**src/rtl/data_mem_pkg.sv**
```systemverilog
// data_mem_pkg: shared state type and default geometry for the data memory
package data_mem_pkg;
  typedef enum logic {DM_CLEAR, DM_READY} dm_state_e;
  localparam int DM_DW = 8;
  localparam int DM_AW = 8;
endpackage

```
**src/rtl/data_mem_array.sv**
```systemverilog
// data_mem_array: unreset DW x 2**AW storage, one sync write port, one registered read port
module data_mem_array
  import data_mem_pkg::*;
#(
  parameter int DW = DM_DW,
  parameter int AW = DM_AW
) (
  input  logic          clk,
  input  logic          we,
  input  logic [AW-1:0] waddr,
  input  logic [DW-1:0] wdata,
  input  logic          re,
  input  logic [AW-1:0] raddr,
  output logic [DW-1:0] rdata
);
  logic [DW-1:0] mem [2**AW];
  always_ff @(posedge clk) begin
    if (we) mem[waddr] <= wdata;
    if (re) rdata <= mem[raddr];
  end
endmodule

```
**src/rtl/data_mem_sync.sv**
```systemverilog
// data_mem_sync: valid/ready data memory, 1-cycle registered read, post-reset zero sweep under DATA_MEM_CLEAR_EN
module data_mem_sync
  import data_mem_pkg::*;
#(
  parameter int DW = DM_DW,
  parameter int AW = DM_AW
) (
  input  logic          clk,
  input  logic          reset,
  input  logic          req_valid,
  output logic          req_ready,
  input  logic          req_we,
  input  logic [AW-1:0] req_addr,
  input  logic [DW-1:0] req_wdata,
  output logic          rsp_valid,
  output logic [DW-1:0] rsp_rdata,
  output logic          busy
);
  logic          sweep;
  logic [AW-1:0] sweep_addr;
  logic          acc, we, re, rd_seen;
  logic [AW-1:0] waddr;
  logic [DW-1:0] wdata, q;
`ifdef DATA_MEM_CLEAR_EN
  dm_state_e     state;
  logic [AW-1:0] clr_addr;
  always_ff @(posedge clk) begin
    if (reset) begin
      state    <= DM_CLEAR;
      clr_addr <= '0;
    end else if (state == DM_CLEAR) begin
      clr_addr <= clr_addr + 1'b1;
      if (&clr_addr) state <= DM_READY;
    end
  end
  assign req_ready  = state == DM_READY;
  assign busy       = state == DM_CLEAR;
  assign sweep      = busy && !reset;
  assign sweep_addr = clr_addr;
`else
  assign req_ready  = 1'b1;
  assign busy       = 1'b0;
  assign sweep      = 1'b0;
  assign sweep_addr = '0;
`endif
  always_comb begin
    acc   = !reset && req_valid && req_ready;
    we    = sweep || (acc && req_we);
    re    = acc && !req_we;
    waddr = sweep ? sweep_addr : req_addr;
    wdata = sweep ? '0 : req_wdata;
  end
  data_mem_array #(.DW(DW), .AW(AW)) u_array (
    .clk   (clk),
    .we    (we),
    .waddr (waddr),
    .wdata (wdata),
    .re    (re),
    .raddr (req_addr),
    .rdata (q)
  );
  // the array read register has no reset, so output reads as zero until the first read after reset
  always_ff @(posedge clk) begin
    if (reset) begin
      rsp_valid <= 1'b0;
      rd_seen   <= 1'b0;
    end else begin
      rsp_valid <= re;
      if (re) rd_seen <= 1'b1;
    end
  end
  assign rsp_rdata = rd_seen ? q : '0;
endmodule

```
**config.mk**
```make
export PLATFORM = sky130hd
export DESIGN_NAME = data_mem_sync
export DESIGN_NICKNAME = d
export VERILOG_FILES = /design/src/rtl/data_mem_pkg.sv /design/src/rtl/data_mem_array.sv /design/src/rtl/data_mem_sync.sv
export SDC_FILE = /design/constraint.sdc
export NUM_CORES = 2
export LEC_CHECK = 0
export BUFFER_PORTS_ARGS = -buffer_cell sky130_fd_sc_hd__buf_2
export CORE_ASPECT_RATIO = 1.4
export CORE_MARGIN = 1.5
export CORE_UTILIZATION = 40
export CTS_CLUSTER_DIAMETER = 80
export DETAILED_ROUTE_END_ITERATION = 10
export HOLD_SLACK_MARGIN = 0.08
export SYNTH_ARGS = -nofsm -noshare
export SYNTH_HDL_FRONTEND = slang
export SYNTH_SLANG_ARGS = --single-unit
export TNS_END_PERCENT = 50
```
**constraint.sdc**
```tcl
create_clock -name clk -period 4.2 [get_ports clk]
set_clock_uncertainty 0.05 [all_clocks]
set_input_delay 0.21 -clock clk [delete_from_list [all_inputs] [get_ports clk]]
set_output_delay 0.21 -clock clk [all_outputs]
set_load 0.005 [all_outputs]
```
==> flow_metrics.py <==
metrics = {
    "power": {
        "power.share.clock": 0.398,
        "power.density_mw_per_mm2": 453,
        "power.share.switching": 0.210,
        "seq_power_share": 0.556,
        "peakVddDrop_uv": 317,
        "p_int_mw": 32.1,
        "netSwitchingPower_mw": 8.52,
        "finalPower_mw": 40.7,
        "leakagePower_nw": 27.5,
        "pwr-share-comb": 0.046,
    },
    "sta": {
        "hold_viol_final": 0,
        "worstMarginPinSlew_ns": 1.13,
        "fmax_mhz": 305,
        "worst_slack_ns": 0.923,
        "grt_setup_unrepaired": "no",
        "post-route-min-period_ns": 3.28,
        "fin_crit_sh": 0.780,
        "maxSlewViolCount": 0,
        "finalSetupViolCount": 0,
        "slew-limit-headroom": 0.238,
        "finalSetupTns_ns": 0,
    },
    "critical_path": {
        "start_kind": "primary input",
        "arrival_ns": 3.79,
        "cp_max_fo": 52,
        "required_ns": 4.71,
        "crit_type": "in -> reg",
        "critPathCaptureType": "register",
    },
    "routing": {
        "drc": 0,
        "drt-pass1-iter-count": 6,
        "wire_per_inst_um": 29.5,
        "met1Wirelength_um": 76500,
        "highest_layer": "met5",
        "wl_met3_um": 12600,
        "viasPerCell": 5.68,
        "drtIter0Drc": 4209,
        "wl_met2_um": 101000,
        "ant_nets": 0,
        "vias": 37730,
        "wl_um": 196000,
    },
    "synth": {
        "ys_seq_area_frac": 0.787,
        "netlist_top_cells_count": "edfxtp_1 (2056), mux4_2 (512), nor2_1 (259)",
        "syn_area_per_cell_sq_um": 22.1,
        "yosys_register_bits": 2058,
        "synthArstFlopShare": 0,
        "yosys-top-cells-area": "edfxtp_1 (79%), mux4_2 (15%), a22oi_1 (2.4%)",
        "mappedNetlistNets": 3564,
        "synth_edf_count": 2056,
        "synthCells": 3544,
        "syn_area_sq_mm": 0.0785,
        "synth_top_cell_area_share": 0.787,
        "synth_warnings": 0,
        "synth_cell_types": 25,
        "synth_area_leader_cell": "edfxtp_1",
        "synthMostInstantiatedCell": "edfxtp_1",
        "postSynth.topFlopCell": "edfxtp_1",
    },
    "grt": {
        "first_global_vias": 38555,
        "antenna_found_initial": 5,
        "grt_overflow_total": 0,
        "grt_usage": 0.196,
        "grt_max_degree": 153,
        "grt_pass1_wl_um": 281000,
    },
    "cells_and_area": {
        "fillers": 16083,
        "area_growth_pct": 14.4,
        "fin_nets": 3907,
        "finish.utilization": 0.460,
        "drive_above_1_share": 0.285,
        "design_area_sq_mm": 0.0898,
    },
    "place": {
        "place.detailed.hpwl_um": 119000,
        "gp_congestion": 0.807,
        "portBuffers": 28,
        "dpl_cell_area_sq_mm": 0.0841,
        "dpl_worst_slack_ns": -0.00419,
    },
    "worst_hold_path": {
        "hold_class": "in -> reg",
    },
    "floorplanning": {
        "design.die.area_sq_mm": 0.199,
        "row_count": 192,
        "start_util": 0.402,
        "dieHeight_um": 527,
        "die_x_um": 377,
        "io_pins": 31,
        "coreArea_sq_mm": 0.195,
    },
    "clocking": {
        "cts_tree": "yes",
        "h-tree-depth": 4,
        "path_clk_slew_ns": 0.06,
        "cts-root-buf": "clkbuf_16",
        "clock_latency_ns": 0.83,
        "cts_sinks": 2058,
        "ctsLongestPathBuffers": 4,
        "cts_buffers": 187,
        "post_cts_buffers": 0,
    },
    "status": {
        "status": "completed",
    },
    "job": {
        "max_cap_violations": 0,
    },
}
[flip-flops by register name, summed over array words and instances, names as in the netlist]
name / cells
u_array.rdata: 8
rd_seen: 1
u_array.mem: 2048
rsp_valid: 1
[cell type report]
class	count	area, sq um	share of cell area
Multi-Input combinational cell	1257	15800	0.176
Antenna cell	2	5.00	0.0000557
Clock buffer	236	4930	0.0549
Tap cell	2619	3280	0.0365
Inverter	3	11.3	0.000125
Timing Repair Buffer	380	3300	0.0368
Sequential cell	2058	61800	0.688
Clock inverter	92	712	0.00793
[kinds of logic after synthesis]
group | count (synthesis) | share of synthesized area
other cells | 2 | 0.0000957
buf+inv | 229 | 0.0126
mux | 512 | 0.147
compound gates | 417 | 0.0363
simple gates | 326 | 0.0167
flops | 2058 | 0.787
[cells in the final DEF (no fill, tap or decap), drive strengths merged, types with 2 or more instances in the layout]
| cell | n |
|---|---|
| dlygate4sd3 | 10 |
| clkinvlp | 7 |
| o41ai | 32 |
| a22oi | 256 |
| nand3 | 5 |
| nor2b | 6 |
| nand2b | 2 |
| dfxtp | 2 |
| bufinv | 9 |
| nand2 | 29 |
| nor3 | 4 |
| clkinv | 69 |
| a21oi | 128 |
| inv | 10 |
| buf | 365 |
| nor2 | 259 |
| mux4 | 512 |
| nor3b | 2 |
| and2 | 10 |
| conb | 2 |
| clkbuf | 241 |
| diode | 2 |
| edfxtp | 2056 |
| nand4 | 8 |
[metrics by stage]
stage,instances,hold WS [ns]
after CTS,6643,0.0941
after detailed placement,6307,0.356
after floorplan,3544,0.235
after global routing,6647,0.0945
final,6647,0.0190
after global placement,6306,0.352
[power groups by stage]
stage                     combinational (mW)  sequential, mW  clock (mW)
after floorplan                        0.961            23.0           0
after CTS                               1.91            22.6        16.4
after global routing                    1.99            22.6        17.2
after detailed placement                1.90            23.1           0
after global placement                  1.87            23.1           0
final                                   1.88            22.6        16.2
[routing by layer]
metal,global-route usage,up-vias
met5,0,-
met4,0.0613,6
met3,0.0270,278
met2,0.337,1389
met1,0.259,20343
li1,-,15714
[worst max-delay path, stage by stage]
cell     delay [ns]
buf_8          0.60
buf_12         0.33
buf_4          0.32
mux4_2         0.53
a22oi_1        0.20
a21oi_1        0.09
o41ai_1        1.05
buf_4          0.25
nand4_1        0.09
[path summary, 6_finish.rpt]
kind / from / endpoint / slack [ns] / cells after the start
min reg2reg: rd_seen / rd_seen / 0.52 / 1
min: req_wdata[5] / u_array.mem[148][5] / 0.02 / 1
max reg2reg: u_array.mem[127][1] / u_array.rdata[1] / 1.04 / 6
max: req_addr[0] / u_array.rdata[1] / 0.92 / 9
[timing repair]
action | in CTS | in global routing
endpoints found under the setup margin | 0 | 0
gates resized for setup | 0 | 0
hold endpoints to repair | 290 | 11
hold buffers | 8 | 2
(Power assumes the default switching activity.)
